==> config.mk <==
export PLATFORM = sky130hd
export DESIGN_NAME = counter_share_sched
export DESIGN_NICKNAME = d
export VERILOG_FILES = /design/src/rtl/counter_share_sched.sv
export SDC_FILE = /design/constraint.sdc
export NUM_CORES = 1
export LEC_CHECK = 0
export ABC_CLOCK_PERIOD_IN_PS = 4800
export BUFFER_PORTS_ARGS = -buffer_cell sky130_fd_sc_hd__buf_2
export CORE_ASPECT_RATIO = 1.4
export CORE_UTILIZATION = 47
export DETAILED_ROUTE_END_ITERATION = 8
export GPL_TIMING_DRIVEN = 0
export MAX_ROUTING_LAYER = met4
export PLACE_DENSITY = 0.73
export SETUP_SLACK_MARGIN = 0.3
export SKIP_CTS_REPAIR_TIMING = 1
export SLEW_MARGIN = 10
export SYNTH_ARGS = -nofsm -noshare
export SYNTH_HDL_FRONTEND = slang
export SYNTH_SLANG_ARGS = --single-unit
==> constraint.sdc <==
create_clock -name clk -period 4.8 [get_ports clk]
set_input_delay 1.44 -clock clk [delete_from_list [all_inputs] [get_ports clk]]
set_output_delay 1.44 -clock clk [all_outputs]
set_load 0.01 [all_outputs]
==> src/rtl/counter_share_sched.sv <==
// counter_share_sched: round-robin scheduler that lends one shared interval
// counter to NREQ requesters. The winner's terminal count is latched at grant
// time, the counter runs 0..lim, then the owner gets a one-cycle done pulse.
// Optional build macro COUNTER_SCHED_ABORT_EN: the owner dropping req while
// the counter runs releases the grant early with no done pulse.
module counter_share_sched #(
  parameter int NREQ = 4,
  parameter int CW   = 8
) (
  input  logic               clk,
  input  logic               rst,
  input  logic [NREQ-1:0]    req,
  input  logic [NREQ*CW-1:0] limit_in,
  output logic [NREQ-1:0]    grant,
  output logic [NREQ-1:0]    done,
  output logic [CW-1:0]      count,
  output logic               busy
);

  localparam int PW = (NREQ > 1) ? $clog2(NREQ) : 1;

  typedef enum logic [1:0] {IDLE, RUN, DONE} state_t;

  state_t         state, state_n;
  logic [NREQ-1:0] grant_n;
  logic [CW-1:0]  count_n;
  logic [CW-1:0]  lim, lim_n;
  logic [PW-1:0]  rr, rr_n;
  logic [PW-1:0]  win, win_n;
  logic [PW-1:0]  next_ptr;
  logic [PW-1:0]  scan;
  logic [PW-1:0]  pick;
  logic           found;

  // Scan requests starting at the round-robin pointer, wrapping modulo NREQ
  always_comb begin
    found = 1'b0;
    pick  = '0;
    scan  = '0;
    for (int k = 0; k < NREQ; k++) begin
      scan = PW'((int'(rr) + k) % NREQ);
      if (!found && req[scan]) begin
        found = 1'b1;
        pick  = scan;
      end
    end
  end

  // Pointer value that places the current owner last in line
  always_comb begin
    next_ptr = (win == PW'(NREQ - 1)) ? '0 : win + PW'(1);
  end

  // Next-state and next-register values for the IDLE/RUN/DONE sequence
  always_comb begin
    state_n = state;
    grant_n = grant;
    count_n = count;
    lim_n   = lim;
    rr_n    = rr;
    win_n   = win;
    case (state)
      IDLE: begin
        if (found) begin
          grant_n = NREQ'(1) << pick;
          lim_n   = limit_in[int'(pick)*CW +: CW];
          count_n = '0;
          win_n   = pick;
          state_n = RUN;
        end
      end
      RUN: begin
`ifdef COUNTER_SCHED_ABORT_EN
        if (!req[win]) begin
          grant_n = '0;
          rr_n    = next_ptr;
          state_n = IDLE;
        end else if (count == lim) begin
          state_n = DONE;
        end else begin
          count_n = count + CW'(1);
        end
`else
        if (count == lim) begin
          state_n = DONE;
        end else begin
          count_n = count + CW'(1);
        end
`endif
      end
      DONE: begin
        grant_n = '0;
        rr_n    = next_ptr;
        state_n = IDLE;
      end
      default: begin
        grant_n = '0;
        state_n = IDLE;
      end
    endcase
  end

  // State and datapath registers with synchronous reset
  always_ff @(posedge clk) begin
    if (rst) begin
      state <= IDLE;
      grant <= '0;
      count <= '0;
      lim   <= '0;
      rr    <= '0;
      win   <= '0;
    end else begin
      state <= state_n;
      grant <= grant_n;
      count <= count_n;
      lim   <= lim_n;
      rr    <= rr_n;
      win   <= win_n;
    end
  end

  // done is the held grant during the single DONE cycle; busy covers RUN and DONE
  always_comb begin
    done = (state == DONE) ? grant : '0;
    busy = (state != IDLE);
  end

endmodule

==> run_results.csv <==
group,metric,value,unit
finish,syn_to_final_growth,25.0,%
finish,final_common_cell,"buf_2",
power_and_ir_drop,ir_worst_vdd,0.211,mV
worst_setup_path,critPathCaptureType,"register",
min_path,min_from,"grant[1]",
min_path,min_path_cells,2,
route,antenna_left,0,
yosys,syn_area_per_cell,8.94,um^2
worst_setup_path,reg2reg_slack,2.85,ns
clock_network,numCtsBuffers,3,
die,dieArea,3270,um^2
yosys,yosysSeqAreaShare,0.364,
global_route,grt_pass1_vias,1235,
worst_setup_path,worstPathArrival,3.02,ns
worst_setup_path,cp_max_fo,10,
sta,setup-tns-final,0,ns
clock_network,clock_latency,0.27,ns
place,port_buffers,54,
yosys,synth_edf_count,0,
global_route,grt_most_used_layer,"met2",
sta,rsz0062_at_grt,"no",
power_and_ir_drop,leakage,0.789,nW
yosys,synth_warnings,0,
place,post_dp_cell_area,1750,um^2
global_route,met1_usage,0.239,
global_route,met2_usage,0.406,
outcome,outcome,"finished, final reports clean",
sta,maxSlewViolCount,0,
die,initial_utilization,0.497,
place,dpl.hpwl,2700,um
global_route,grt_max_degree,14,
power_and_ir_drop,p_sw_frac,0.315,
power_and_ir_drop,share_seq_of_total_power,0.485,
power_and_ir_drop,combPwrFrac,0.285,
yosys,synth_fp_nets,200,
route,via_per_inst,5.38,
worst_setup_path,crit_type,"in2reg",
power_and_ir_drop,p_int,0.361,mW
power_and_ir_drop,clockPowerShare,0.230,
worst_setup_path,path_cells,"buf_2 -> nor2b_1 -> nor2_1 -> a2bb2oi_1 -> clkbuf_1 -> mux2i_1 -> o221ai_1",
sta,maxSlewHeadroom,0.472,
yosys,synth_cells,160,
die,die_h,67.3,um
yosys,synth.distinct_cells,34,
route,drt-pass1-iter-count,4,
die,placeableCoreArea,2880,um^2
power_and_ir_drop,p_sw,0.166,mW
yosys,mappedNetlistArea,1430,um^2
sta,hold_violations,0,
global_route,grt_usage,0.220,
sta,fmax,344,MHz
worst_setup_path,timing.rr.start,"rr[0]",
route,drt_iter0_drc,31,
clock_network,cts_root_buffer,"clkbuf_8",
min_path,hp-class,"reg2reg",
finish,num_antenna_cells,0,
worst_setup_path,crit_family,"buffers and inverters",
clock_network,cts_tree,"built",
worst_setup_path,path_buf_inv,2,
sta,setup_viol,0,
finish,final_layout_size_suffix_gt1_frac,0.300,
die,rows,23,
yosys,synthArstFlopShare,0,
sta,period_minus_slack,2.90,ns
sta,clock_skew,0.00203,ns
global_route,grt_pass1_wl,5360,um
worst_setup_path,worstRegToRegCells,6,
finish,finalNetCount,259,
route,vias,1367,
clock_network,htreeDepth,1,
sta,worst_pin_slew,0.787,ns
yosys,ys.flop_type,"dfxtp_1",
clock_network,path_clk_slew,0.08,ns
finish,fin_area,1790,um^2
route,routed_wl,3520,um
yosys,synth_seq_cells,26,
power_and_ir_drop,p_per_area,295,nW/um^2
die,die_width,48.6,um
finish,final_cell_mix,"buf_2 (54), dfxtp_1 (26), mux2i_1 (19)",
clock_network,cts_max_path_buffers,2,
global_route,overflow,0,
global_route,antenna_found_initial,0,
finish,instances_no_fill,254,
clock_network,cts.sinks,26,
die,ios,55,
worst_setup_path,r2r_end,"lim[0]",
flow_run,max_cap_violations,0,
worst_setup_path,slowest_stage,"clkbuf_1",
sta,fin_crit_sh,0.605,
worst_setup_path,slowest_delay,0.59,ns
route,drcViolationCount,0,
route,routedWlPerCell,13.9,um
worst_setup_path,startpoint_type,"input port",
place,gp_congestion,0.777,
place,dp.cells,251,
global_route,grt_use_met3,0.0225,
min_path,worstHoldEndpoint,"grant[1]",
worst_setup_path,required,4.92,ns
registers in the layout, summed over array words and instances (netlist names):
register,count
count,8
lim,8
grant,4
rr,2
state,2
win,2
cell families after synthesis:
logic type	after synthesis	share of synthesized area
DFF	26	0.364
adders and majority gates	2	0.0175
and+or+nand+nor	57	0.204
muxes	20	0.141
xor gates and xnor gates	13	0.0796
AOI/OAI and AO/OA	29	0.150
buffers and inverters	13	0.0446
cell usage after synthesis (all sizes together), types with 3 or more instances:
library cell  count  share of area
buf               4          0.021
o221ai            8          0.053
a211oi            3          0.016
dfxtp            26           0.36
xnor2             5          0.031
nor4              3          0.022
o22ai             4          0.017
mux2i            19           0.13
nand3b            3          0.016
nor2b             5          0.022
xor2              8          0.049
a21oi             7          0.024
nand2            18          0.047
nor2             15          0.039
and2              4          0.017
inv               7          0.018
area by class of cell:
cell class                      count  area [um^2]
Multi-Input combinational cell    121          846
Tap cell                           37         46.3
Inverter                            7         26.3
Timing Repair Buffer               54          270
Clock buffer                        3         41.3
Sequential cell                    26          520
Fill cell                         279         1090
Buffer                              6         37.5
worst min-delay path, cell delays in order, from the launching register on:
cell     delay (ns)
dfxtp_1        0.32
inv_1          0.05
o22ai_1        0.05
worst max-delay path by stage:
stage / startpoint / end / slack (ns) / cells past startpoint
finish: req[0] / lim[0] / 1.90 / 7
global route: req[1] / lim[2] / 1.76 / 7
CTS: req[0] / lim[2] / 1.89 / 7
detailed placement: req[0] / lim[2] / 1.60 / 7
global placement: req[0] / lim[6] / 1.68 / 7
floorplan: req[0] / lim[6] / 2.02 / 6
through the flow:
stage | power, mW | setup slack [ns] | hold WS, ns | util
after floorplan | 0.362 | 2.02 | 0.450 | -
after global placement | 0.405 | 1.68 | 0.446 | 0.607
after detailed placement | 0.410 | 1.60 | 0.452 | 0.607
after CTS | 0.531 | 1.89 | 0.464 | 0.621
after global routing | 0.555 | 1.76 | 0.490 | 0.621
final | 0.527 | 1.90 | 0.465 | 0.621
per-layer routing:
metal / part of all wire / vias up / routed length [um]
met5: 0 / - / 0
met3: 0.034 / 9 / 119
met4: 0.022 / 0 / 77
met1: 0.43 / 636 / 1510
met2: 0.52 / 40 / 1820
li1: - / 682 / -
power by group through the flow:
stage                     clock network (mW)  logic [mW]  registers [mW]
after floorplan                            0       0.103           0.258
after global placement                     0       0.145           0.260
after CTS                              0.123       0.152           0.256
after global routing                   0.130       0.166           0.259
after detailed placement                   0       0.150           0.260
final                                  0.121       0.150           0.256
No activity file was read; power rests on OpenSTA's default activity.
